## src/rtl/gate_truth_table_sequencer.sv

```systemverilog
// Stimulus-and-check sequencer for a 2-input gate: walks (a,b) through 00,01,10,11,
// samples y on the last hold cycle of each pattern and tallies mismatches against a golden function.
module gate_truth_table_sequencer #(
  parameter int HOLD_CYCLES = 4,
  parameter int HOLD_W      = 8
) (
  input  logic       clk,
  input  logic       rst,
  input  logic       start,
  input  logic [1:0] sel,
  input  logic       y,
  output logic       a,
  output logic       b,
  output logic       expected,
  output logic       mismatch,
  output logic [2:0] err_count,
  output logic       busy,
  output logic       done,
  output logic       pass
);

  typedef enum logic [1:0] {
    IDLE  = 2'd0,
    DRIVE = 2'd1,
    DONE  = 2'd2
  } state_t;

  localparam logic [HOLD_W-1:0] HOLD_LAST = HOLD_W'(HOLD_CYCLES - 1);

  state_t            state_q, state_d;
  logic [1:0]        pattern_q;
  logic [HOLD_W-1:0] hold_q;
  logic [1:0]        sel_q;
  logic              launch;
  logic              sample_edge;
  logic              last_pattern;
  logic              fail;

  // NOTE: clocked state uses non-blocking (<=) so every register samples pre-edge values.
  always_ff @(posedge clk) begin
    if (rst) state_q <= IDLE;
    else     state_q <= state_d;
  end

  // NOTE: every always_comb output gets a default first, so no path can infer a latch.
  always_comb begin
    state_d = state_q;
    unique case (state_q)
      IDLE:    if (start) state_d = DRIVE;
      DRIVE:   if (sample_edge && last_pattern) state_d = DONE;
      DONE:    if (start) state_d = DRIVE;
      default: state_d = IDLE;
    endcase
  end

  always_comb begin
    launch       = 1'b0;
    sample_edge  = 1'b0;
    last_pattern = (pattern_q == 2'd3);
    expected     = 1'b0;
    unique case (state_q)
      IDLE, DONE: launch      = start;
      DRIVE:      sample_edge = (hold_q == HOLD_LAST);
      default:    launch      = 1'b0;
    endcase
    unique case (sel_q)
      2'd0:    expected = ~(a & b);
      2'd1:    expected = ~(a | b);
      2'd2:    expected = a & b;
      default: expected = a | b;
    endcase
    fail = sample_edge && (y != expected);
    pass = done && (err_count == 3'd0);
  end

  // Stimulus, hold timing and result bookkeeping.
  always_ff @(posedge clk) begin
    if (rst) begin
      a         <= 1'b0;
      b         <= 1'b0;
      pattern_q <= 2'd0;
      hold_q    <= '0;
      sel_q     <= 2'd0;
      mismatch  <= 1'b0;
      err_count <= 3'd0;
      busy      <= 1'b0;
      done      <= 1'b0;
    end else begin
      mismatch <= fail;
      if (launch) begin
        sel_q     <= sel;
        err_count <= 3'd0;
        done      <= 1'b0;
        busy      <= 1'b1;
        pattern_q <= 2'd0;
        hold_q    <= '0;
        a         <= 1'b0;
        b         <= 1'b0;
      end else if (state_q == DRIVE) begin
        if (fail && (err_count != 3'd4)) err_count <= err_count + 3'd1;
        if (!sample_edge) begin
          hold_q <= hold_q + 1'b1;
        end else if (!last_pattern) begin
          pattern_q <= pattern_q + 2'd1;
          hold_q    <= '0;
          {a, b}    <= pattern_q + 2'd1;
        end else begin
          pattern_q <= 2'd0;
          hold_q    <= '0;
          a         <= 1'b0;
          b         <= 1'b0;
          busy      <= 1'b0;
          done      <= 1'b1;
        end
      end
    end
  end

endmodule

```

## config.mk

```make
export PLATFORM = sky130hd
export DESIGN_NAME = gate_truth_table_sequencer
export DESIGN_NICKNAME = d
export VERILOG_FILES = /design/src/rtl/gate_truth_table_sequencer.sv
export SDC_FILE = /design/constraint.sdc
export NUM_CORES = 1
export LEC_CHECK = 0
export ABC_AREA = 1
export BUFFER_PORTS_ARGS = -buffer_cell sky130_fd_sc_hd__buf_2
export CORE_MARGIN = 2
export CORE_UTILIZATION = 58
export DETAILED_ROUTE_END_ITERATION = 6
export PLACE_DENSITY_LB_ADDON = 0.1
export SETUP_SLACK_MARGIN = 0.3
export SLEW_MARGIN = 30
export SYNTH_ARGS = -nofsm -noshare
export SYNTH_HDL_FRONTEND = slang
export SYNTH_SLANG_ARGS = --single-unit
```

## constraint.sdc

```tcl
create_clock -name clk -period 1.95 [get_ports clk]
set_input_delay 0.195 -clock clk [delete_from_list [all_inputs] [get_ports clk]]
set_output_delay 0.195 -clock clk [all_outputs]
set_load 0.02 [all_outputs]
```

==> out/metrics.cfg <==
[pwr]
power_density_nw_per_um2=598
power.switching_w=0.000169
power.internal_w=0.000510
power_frac_seq=0.624
pwr-share-clk=0.281
leakage_nw=0.505
vdd.ir_drop.worst_mv=0.528
swShare=0.248
p_comb_frac=0.095

[timing]
fin_tns_setup_ns=0
fmax_mhz=650
rsz0062_at_grt=false
setup_viol=0
worst_slew_pin_slew_ns=0.245
slew_viol_final=0
finalClockSkew_ns=0.00562
relSlewSlack=0.836
finalCriticalPeriod_ns=1.54
finalCritPeriodShare=0.789
final_hold_viol_count=0

[min_path]
hold_class=input port to flop
hold_start=sel[1]
hold_end=sel_q[1]
min_path_cells=3

[yosys]
async_reset_ff_frac=0
postSynthCellCount=131
syn_area_per_cell_sq_um=7.70
synth_ff_type=dfxtp_1
ys_seq_area_frac=0.397
netlist_area_sq_um=1010
synth_largest_area_cell=dfxtp_1
synth_nets=142
synth_edf_count=0
netlist_top_cells_area=dfxtp_1 (40%), nand2_1 (9.7%), nand3_1 (6.9%), a21oi_1 (6.5%), ha_1 (6.2%)
ys_seq_elements=20
ys_warn_count=0
ys_types=23
synth_top_area_share=0.397

[floorplanning]
core.rowCount=15
fp.coreArea_sq_um=1690
dieHeight_microns=45.7
dieArea_sq_um=2090
start_util=0.597
ioPinCount=16
dieWidth_microns=45.7

[cts]
numCtsBuffers=3
clock_sinks=20
cts_setup_buffers=0
clockBufferDepth=2
cts_tree=done
cts_root_buf=clkbuf_4
clkLatencyLatePin_ns=0.29
clk_pin_slew_ns=0.10
h-tree-depth=1

[critical_path]
reg2reg_from=a
path_common_cell=nand2_1
cp.required_ns=1.75
reg2reg_depth=10
crit_family=flip-flops
reg2reg_to=err_count[2]
max_stage_delay_ns=0.35
cp.arrival_ns=1.34
crit_slowest_cell=dfxtp_2
timing.critical_path.buf_inv=2
crit_chain=ha_1 > inv_1 > nand2_1 > nand3_1 > nand2_1 > buf_4
startpoint_type=flop
path_max_fanout=4
path_class=flop to output pin
cp-end-kind=output pin
worst-r2r-setup-slack_ns=0.48

[global_route]
grt_usage=0.205
grt_max_degree=11
grt_overflow=0
antenna_found_initial=0
first_global_vias=780
grt_pass1_wl_microns=3080

[layout]
areaGrowthSynthToFinish_pct=12.5
nets=162
mostFrequentLayoutCells=nand2_1 (26), dfxtp_1 (18), inv_1 (14), nand3_1 (14), buf_2 (14)
fin_cells=166
final_common_cell=nand2_1
drive_above_1_share=0.255
diodes=0

[place]
dp_cells=163
port_buffers=15
hpwl_microns=1450
place.gp.congestion=0.790

[routing]
ant_nets=0
drtPass1Iterations=4
via_per_inst=5.32
wl_microns=1810
vias=883
first_iter_violations=18
drc=0
post_drt_wl_per_cell_microns=10.9

[run_status]
outcome=finished, final reports clean

[flow_run]
cap_violations=0

tightest hold or removal path: stages:
cell and delay, ns:
buf_2 0.10, nand2_1 0.05, a21oi_1 0.05
layer usage:
layer,track usage,vias up,part of all wire
met2,0.344,22,0.49
met1,0.257,393,0.45
met3,0.0238,6,0.033
met4,0.103,0,0.025
met5,0,-,0
li1,-,462,-
worst max path at each step:
stage	start	to	cells past startpoint
5_1_grt	a	expected	6
6_report	a	expected	6
4_1_cts	a	expected	6
3_5_place_dp	a	err_count[1]	11
2_1_floorplan	pattern_q[0]	err_count[2]	11
3_3_place_gp	a	err_count[1]	11
cell usage after synthesis (2+ instances only):
| master | instances |
|---|---|
| nor2_1 | 12 |
| ha_1 | 5 |
| nand3_1 | 14 |
| inv_1 | 14 |
| nand2_1 | 26 |
| a21oi_1 | 13 |
| nand2_4 | 2 |
| nor2_4 | 3 |
| inv_2 | 5 |
| xor2_1 | 2 |
| nor2_2 | 3 |
| nor3_4 | 2 |
| dfxtp_1 | 20 |
cell families after synthesis:
family,after synthesis,share of synthesized area
AO/OA/AOI/OAI,17,0.0893
flip-flops,20,0.397
AND/OR/NAND/NOR,68,0.364
buffers and inverters,19,0.0707
adder cells (fa/ha/maj),5,0.0620
XOR/XNOR,2,0.0174
stage by stage:
step	setup WS (ns)	total power [W]	utilization	instance area, sq um	hold WS [ns]
2_1_floorplan	0.349	0.000478	-	1010	0.264
3_3_place_gp	0.513	0.000495	0.654	1100	0.445
3_5_place_dp	0.439	0.000497	0.654	1100	0.453
4_1_cts	0.342	0.000682	0.667	1130	0.140
5_1_grt	0.330	0.000710	0.672	1130	0.147
6_report	0.411	0.000679	0.672	1130	0.145
cell type report:
type                            count  area (sq um)
Tap cell                           17          21.3
Sequential cell                    20           403
Inverter                           19          71.3
Multi-Input combinational cell     92           539
Timing Repair Buffer               15          77.6
Clock buffer                        3          22.5
Fill cell                         154           554
registers in the layout (all words and copies together) (netlist names):
name and flops:
busy 1, sel_q 2, a 1, pattern_q 1, hold_q 8, mismatch 1, state_q 2, err_count 3
done 1
power by group through the flow:
stage | logic [W] | registers, W | clock network, W
6_report | 0.0000646 | 0.000424 | 0.000191
5_1_grt | 0.0000732 | 0.000425 | 0.000212
4_1_cts | 0.0000641 | 0.000424 | 0.000194
3_5_place_dp | 0.0000639 | 0.000433 | 0
3_3_place_gp | 0.0000622 | 0.000433 | 0
2_1_floorplan | 0.0000428 | 0.000435 | 0
repair_timing:
| item | 4_1_cts | 5_1_grt |
|---|---|---|
| setup endpoints to repair | 0 | 4 |
| gates resized for setup | 0 | 4 |
| hold buffers | 0 | 0 |
| endpoints found under the hold margin | 0 | 0 |
No activity file was read; power rests on OpenSTA's default activity.
